**config.mk**
```make
export PLATFORM = sky130hd
export DESIGN_NAME = dac_write_mc
export DESIGN_NICKNAME = d
export VERILOG_FILES = /design/src/rtl/dac_write_pkg.sv /design/src/rtl/dac_write_fifo.sv /design/src/rtl/dac_write_mc.sv
export SDC_FILE = /design/constraint.sdc
export NUM_CORES = 1
export LEC_CHECK = 0
export ABC_AREA = 1
export CORE_MARGIN = 4
export CORE_UTILIZATION = 59
export DETAILED_ROUTE_END_ITERATION = 8
export GPL_ROUTABILITY_DRIVEN = 0
export PLACE_DENSITY_LB_ADDON = 0.15
export SLEW_MARGIN = 15
export SYNTH_ARGS = -nofsm -noshare
export SYNTH_HDL_FRONTEND = slang
export SYNTH_SLANG_ARGS = --single-unit
```
**constraint.sdc**
```tcl
create_clock -name in_clk -period 3.3 [get_ports in_clk]
set_clock_uncertainty 0.2 [all_clocks]
set_input_delay 0.99 -clock in_clk [delete_from_list [all_inputs] [get_ports in_clk]]
set_output_delay 0.99 -clock in_clk [all_outputs]
set_load 0.005 [all_outputs]
```
**src/rtl/dac_write_pkg.sv**
```systemverilog
// Sample conversion helpers shared by the multi-channel DAC write path.
// Pure combinational functions, no latency of their own.
// No flow control; callers truncate the wide results to the DAC code width.
package dac_write_pkg;

    localparam int MAXW = 64;
    typedef logic signed [MAXW-1:0] wide_t;

    // Sign-extend an IW-bit sample held in the low bits of raw; offset binary flips the MSB first.
    function automatic wide_t f_decode(input logic [MAXW-1:0] raw, input int iw, input bit twos);
        logic [MAXW-1:0] v;
        v = raw << (MAXW - iw);
        if (!twos)
            v = v ^ (MAXW'(1) << (MAXW - 1));
        return wide_t'(v) >>> (MAXW - iw);
    endfunction

    function automatic wide_t f_round_sat(input wide_t x, input int iw, input int dw);
        wide_t y;
        wide_t vmax;
        wide_t vmin;
        y    = x;
        vmax = (wide_t'(1) <<< (dw - 1)) - wide_t'(1);
        vmin = -(wide_t'(1) <<< (dw - 1));
        if (iw > dw)
            y = (y + (wide_t'(1) <<< (iw - dw - 1))) >>> (iw - dw);
        if (y > vmax)
            y = vmax;
        else if (y < vmin)
            y = vmin;
        return y;
    endfunction

    function automatic wide_t f_invert_sat(input wide_t x, input int dw);
        wide_t vmin;
        vmin = -(wide_t'(1) <<< (dw - 1));
        if (x == vmin)
            return (wide_t'(1) <<< (dw - 1)) - wide_t'(1);
        return -x;
    endfunction

    function automatic logic [MAXW-1:0] f_encode(input wide_t x, input int dw, input bit ob);
        logic [MAXW-1:0] v;
        v = x;
        if (ob)
            v = v ^ (MAXW'(1) << (dw - 1));
        return v;
    endfunction

    function automatic logic [MAXW-1:0] f_midscale(input int dw, input bit ob);
        return ob ? (MAXW'(1) << (dw - 1)) : '0;
    endfunction

endpackage

```
**src/rtl/dac_write_fifo.sv**
```systemverilog
// Synchronous per-channel sample FIFO with registered occupancy count.
// Read data is the combinational head; a pushed word is visible the cycle after the push.
// Pushes are dropped while full (even with a same-cycle pop); pops are ignored while empty.
module dac_write_fifo #(
    parameter int DEPTH = 4,
    parameter int WIDTH = 16
) (
    input  logic             clk,
    input  logic             rst_n,
    input  logic             push,
    input  logic             pop,
    input  logic [WIDTH-1:0] wr_data,
    output logic [WIDTH-1:0] rd_data,
    output logic             full,
    output logic             empty
);
    localparam int AW = $clog2(DEPTH);

    logic [WIDTH-1:0] mem [DEPTH];
    logic [AW:0]      wr_ptr;
    logic [AW:0]      rd_ptr;
    logic [AW:0]      count;
    logic             do_push;
    logic             do_pop;

    assign full    = (count == (AW+1)'(DEPTH));
    assign empty   = (wr_ptr == rd_ptr);
    assign do_push = push && !full;
    assign do_pop  = pop && !empty;
    assign rd_data = mem[rd_ptr[AW-1:0]];

    always_ff @(posedge clk or negedge rst_n) begin
        if (!rst_n) begin
            wr_ptr <= '0;
            rd_ptr <= '0;
            count  <= '0;
        end else begin
            if (do_push)
                wr_ptr <= wr_ptr + 1'b1;
            if (do_pop)
                rd_ptr <= rd_ptr + 1'b1;
            case ({do_push, do_pop})
                2'b10:   count <= count + 1'b1;
                2'b01:   count <= count - 1'b1;
                default: count <= count;
            endcase
        end
    end

    always_ff @(posedge clk) begin
        if (do_push)
            mem[wr_ptr[AW-1:0]] <= wr_data;
    end

endmodule

```
**src/rtl/dac_write_mc.sv**
```systemverilog
// Buffers CH sample streams, converts each to a DAC code and interleaves them one slot per cycle.
// Output register adds one cycle after the slot's pop; a sample pushed one edge is poppable the next cycle.
// in_ready per channel is FIFO-not-full; a starved slot repeats its last code (or mid-scale) and flags underflow.
module dac_write_mc
    import dac_write_pkg::*;
#(
    parameter int INT_CHANNELS            = 2,
    parameter int INT_IDATA_WIDTH         = 16,
    parameter int INT_DAC_DATA_WIDTH      = 14,
    parameter int INT_FIFO_DEPTH          = 4,
    parameter int INT_IDATA_ENC_TWOSCOMPL = 1,
    parameter int INT_ODATA_ENC_OFFSETBIN = 1,
    parameter int INT_INVERT_ODATA        = 0,
    parameter int INT_UNDERFLOW_HOLD      = 1,
    localparam int SW = (INT_CHANNELS > 1) ? $clog2(INT_CHANNELS) : 1
) (
    input  logic                                    in_clk,
    input  logic                                    in_rst_n,
    input  logic [INT_CHANNELS-1:0]                 in_valid,
    output logic [INT_CHANNELS-1:0]                 in_ready,
    input  logic [INT_CHANNELS*INT_IDATA_WIDTH-1:0] in_data,
    input  logic                                    in_enable,
    input  logic                                    in_clear_flags,
    output logic [INT_DAC_DATA_WIDTH-1:0]           out_data,
    output logic [SW-1:0]                           out_sel,
    output logic                                    out_wrt,
    output logic [INT_CHANNELS-1:0]                 out_underflow
);
    localparam int CH = INT_CHANNELS;
    localparam int IW = INT_IDATA_WIDTH;
    localparam int DW = INT_DAC_DATA_WIDTH;
    localparam logic [DW-1:0] MID = DW'(f_midscale(DW, INT_ODATA_ENC_OFFSETBIN != 0));

    logic [SW-1:0]   slot;
    logic            rdy_q;
    logic [CH-1:0]   full;
    logic [CH-1:0]   empty;
    logic [CH-1:0]   pop;
    logic [CH-1:0]   uf_set;
    logic [IW-1:0]   head [CH];
    logic [DW-1:0]   hold [CH];
    logic [IW-1:0]   head_sel;
    logic [DW-1:0]   hold_sel;
    logic            uf_sel;
    logic [DW-1:0]   conv;
    logic [DW-1:0]   code;
    wide_t           rs;
    wide_t           inv;

    for (genvar k = 0; k < CH; k++) begin : g_ch
        dac_write_fifo #(
            .DEPTH (INT_FIFO_DEPTH),
            .WIDTH (IW)
        ) u_fifo (
            .clk     (in_clk),
            .rst_n   (in_rst_n),
            .push    (in_valid[k] && in_ready[k]),
            .pop     (pop[k]),
            .wr_data (in_data[k*IW +: IW]),
            .rd_data (head[k]),
            .full    (full[k]),
            .empty   (empty[k])
        );
        assign in_ready[k] = rdy_q && !full[k];
        assign pop[k]      = in_enable && (slot == SW'(k)) && !empty[k];
        assign uf_set[k]   = in_enable && (slot == SW'(k)) && empty[k];
    end

    always_comb begin
        head_sel = '0;
        hold_sel = MID;
        uf_sel   = 1'b0;
        for (int k = 0; k < CH; k++) begin
            if (slot == SW'(k)) begin
                head_sel = head[k];
                hold_sel = hold[k];
                uf_sel   = empty[k];
            end
        end
    end

    always_comb begin
        rs   = f_round_sat(f_decode(MAXW'(head_sel), IW, INT_IDATA_ENC_TWOSCOMPL != 0), IW, DW);
        inv  = (INT_INVERT_ODATA != 0) ? f_invert_sat(rs, DW) : rs;
        conv = DW'(f_encode(inv, DW, INT_ODATA_ENC_OFFSETBIN != 0));
        if (uf_sel)
            code = (INT_UNDERFLOW_HOLD != 0) ? hold_sel : MID;
        else
            code = conv;
    end

    always_ff @(posedge in_clk or negedge in_rst_n) begin
        if (!in_rst_n) begin
            slot          <= '0;
            rdy_q         <= 1'b0;
            out_data      <= MID;
            out_sel       <= '0;
            out_wrt       <= 1'b0;
            out_underflow <= '0;
            for (int k = 0; k < CH; k++)
                hold[k] <= MID;
        end else begin
            rdy_q         <= 1'b1;
            // A fresh underflow outranks a same-cycle clear.
            out_underflow <= (out_underflow & ~{CH{in_clear_flags}}) | uf_set;
            if (in_enable) begin
                slot     <= (slot == SW'(CH-1)) ? '0 : slot + 1'b1;
                out_data <= code;
                out_sel  <= slot;
                out_wrt  <= 1'b1;
                for (int k = 0; k < CH; k++)
                    if (slot == SW'(k))
                        hold[k] <= code;
            end else begin
                slot     <= '0;
                out_data <= MID;
                out_wrt  <= 1'b0;
            end
        end
    end

endmodule
```
==> results by group <==
CTS
  • Cts hold-fix bufs: 0
  • Num CTS Buffers: 17
  • Setup bufs post-CTS: 0
  • # clock sinks: around 190
  • Root Buffer: clkbuf_16
  • Clock transition at path regs: about 70 ps
  • # resized after CTS: 0
  • CTS tree: yes
  • Clock Latency Late Sink: ~430 ps
  • H-tree level count: 4
  • Clock tree buffer depth: 2

Yosys
  • Synth area leader: edfxtp_1
  • Synthesized instance count: 893
  • Synthesized area per cell: between 9 and 10 um2
  • Asr flop ratio synth: between 30% and 40%
  • Most frequent cells after synthesis: nand2_1 (324), edfxtp_1 (120), nand3_1 (98)
  • EDFF count, synth: 120
  • Yosys cell types: 30
  • Share of the synthesized area in the top cell type: 42.1%
  • Mapped Area: about 0.0086 mm2
  • Most common cell in the synthesized netlist: nand2_1
  • Primary FF master, synth: edfxtp_1
  • Post-synthesis sequential element count: ~190
  • Top post-synthesis cells by area: edfxtp_1 (42%), dfrtp_1 (18%), nand2_1 (14%)
  • Post-synthesis sequential area ratio: between 60 and 70%
  • Yosys warns: 0
  • Net count after synthesis: between 900 and 1000

Floorplan
  • Die area: between 0.015 and 0.02 mm2
  • Floorplan core area: around 0.014 mm2
  • Die width: 128 um
  • Starting Density: approximately 61%
  • I/O pins: a little under 60
  • Die Ht: between 100 and 150 um
  • # rows: between 40 and 50

STA
  • Tmin final: around 3000 ps
  • Least-Margin Pin Slew: 816 ps
  • Final hold vios: 0
  • RSZ-0062 raised after global routing: no
  • Fmax achieved: 338 MHz
  • Final worst-path cycle share: around 90%
  • Max Slew Vio Count: 0
  • Setup TNS: 0 ps
  • Final setup fails: 0
  • Max-slew headroom: between 40 and 50%

Drt
  • Pre-antenna DRT Iters: 5
  • Vias/cell: roughly 5.3
  • DRC Markers: 0
  • DRT iter0 DRCs: between 500 and 600
  • Average wire per standard cell: 15.6 um
  • Antenna-violating nets left: 0
  • Drt total wl: between 15000 and 20000 um
  • Via count: roughly 6000

Cells and area
  • Antenna fix cells: 0
  • Reg area: approximately 0.0053 mm2
  • Fin cells: 1153
  • Final core occ: approximately 70%
  • Footprint of the multi-input gates: 0.00275 mm2
  • Fraction of layout instances using a drive strength above 1: a little under a tenth
  • Filler cell count: about 1000
  • Area Growth Syn to Fin: 16.3%
  • Nets: between 1000 and 1500

Place
  • Placed cells: approximately 1100
  • Port-buffer cells: 55
  • HPWL Detailed: around 12000 um

Worst setup path
  • CP Max Fanout: 20
  • Crit path arrival time: between 3000 and 4000 ps
  • R2R depth: 12
  • Crit end category: flip-flop
  • Setup CP Type: reg2reg
  • Crit path required time: between 3000 and 4000 ps
  • Setup crit start kind: flip-flop

Global routing
  • Global Route met3 Usage: between 5 and 6%
  • Vias in the first global route: slightly above 6000
  • Global-route wire length before repair: between 20000 and 30000 um
  • Pin count of the biggest net entering global routing: 67
  • Initial antenna violation count: 0
  • Top Usage Layer GRT: met2
  • M1 GR Usage: a little under a third
  • Grt ovf: 0
  • GR Util met2: between 30% and 40%
  • Total track usage: 23.2%

Pwr
  • Tot Pwr: approximately 8.6 mW
  • Leakage: 4.50 nW
  • Max IR drop VDD: about 0.59 mV
  • Power Density: between 800 and 900 mW/mm2

Worst hold path
  • HP Class: reg2reg
  • Hold Crit Depth: 1

Run status
  • Status: complete, no violations

Flow run
  • Max-cap viol count: 0
==> where the power goes <==
group / switching, mW / internal (mW)
Sequential: 0.270 / 3.04
Combinational: 2.05 / 1.19
Clock: 0.986 / 1.10
Total: 3.31 / 5.32
==> final cells by class <==
cell class              count  share of cell area (%)
well taps                 180                    2.26
inverters                  95                    3.62
repair buffers             81                    7.57
clock inverters            15                    1.85
multi-input cells         579                    27.6
flip-flops and latches    186                    52.8
clock buffers              17                    4.27
==> per-layer routing <==
layer / vias to the layer above / part of all wire [%]
li1: 3002 / -
met2: 192 / 51
met5: - / 0
met4: 0 / 1.4
met3: 21 / 5.2
met1: 2930 / 43
==> path summary, 6_finish.rpt <==
kind                       slack, ps                      from                       end
setup / recovery                 340  g_ch[1].u_fifo.rd_ptr[1]               out_data[2]
hold / removal                   280   g_ch[0].u_fifo.count[2]   g_ch[0].u_fifo.count[2]
setup reg to reg                 340  g_ch[1].u_fifo.rd_ptr[1]               out_data[2]
hold reg to reg                  280   g_ch[0].u_fifo.count[2]   g_ch[0].u_fifo.count[2]
max in group asynchronous       1830                  in_rst_n                  hold[22]
min in group asynchronous        530                  in_rst_n  g_ch[0].u_fifo.wr_ptr[1]
==> cells by family (layout without fill, tap and decap cells) <==
| logic type | after synthesis | count (layout) | synth area share [%] |
|---|---|---|---|
| DFF | 186 | 186 | 61.4 |
| adders and majority gates | 15 | 15 | 2.37 |
| xor gates and xnor gates | 26 | 26 | 2.66 |
| AOI/OAI and AO/OA | 32 | 32 | 2.06 |
| and+or+nand+nor | 505 | 505 | 25.0 |
| other | 1 | 1 | 0.0438 |
| buffers and inverters | 128 | 208 | 6.49 |
==> flip-flops by register name, summed over array words and instances (netlist names) <==
signal / flops
out_underflow: 2
out_sel: 1
rdy_q: 1
out_data: 14
out_wrt: 1
g_ch.u_fifo.rd_ptr: 6
g_ch.u_fifo.wr_ptr: 6
hold: 28
slot: 1
g_ch.u_fifo.mem: 120
g_ch.u_fifo.count: 6
==> placed cells by master, fill, tap and decap left out, drive strengths merged, types with 2 or more instances in the layout <==
| master | netlist | final |
|---|---|---|
| clkinv | 0 | 2 |
| inv | 95 | 105 |
| or2 | 8 | 8 |
| clkbuf | 9 | 17 |
| fa | 2 | 2 |
| nand3 | 111 | 111 |
| xnor2 | 13 | 13 |
| a21oi | 4 | 4 |
| dfstp | 3 | 3 |
| nand2 | 324 | 324 |
| xor2 | 13 | 13 |
| ha | 13 | 13 |
| clkinvlp | 0 | 2 |
| edfxtp | 120 | 120 |
| o211ai | 3 | 3 |
| a31oi | 2 | 2 |
| o22ai | 3 | 3 |
| clkdlybuf4s50 | 0 | 54 |
| nor2 | 60 | 60 |
| buf | 24 | 27 |
| dfrtp | 63 | 63 |
| nand4 | 2 | 2 |
| o21ai | 19 | 19 |
==> stage by stage <==
stage	worst slack (ps)	instance area [um2]	hold WS (ps)
final	344	9950	277
after CTS	205	9950	277
after global routing	7.40	9950	281
after global placement	68.3	9340	256
after floorplan	514	8560	246
after detailed placement	13.5	9340	265
==> critical path: stages, from the launching register on <==
cell and delay (ps):
dfrtp_1 410, clkinvlp_4 380, nand3_1 230, nand3_1 160
nand2_1 180, nand3_2 160, nor2_4 190, nand3_1 110
nand2_1 130, nand3_2 300, nand3_1 260, nand2_1 80
nor2_1 100
(Power assumes the default switching activity.)
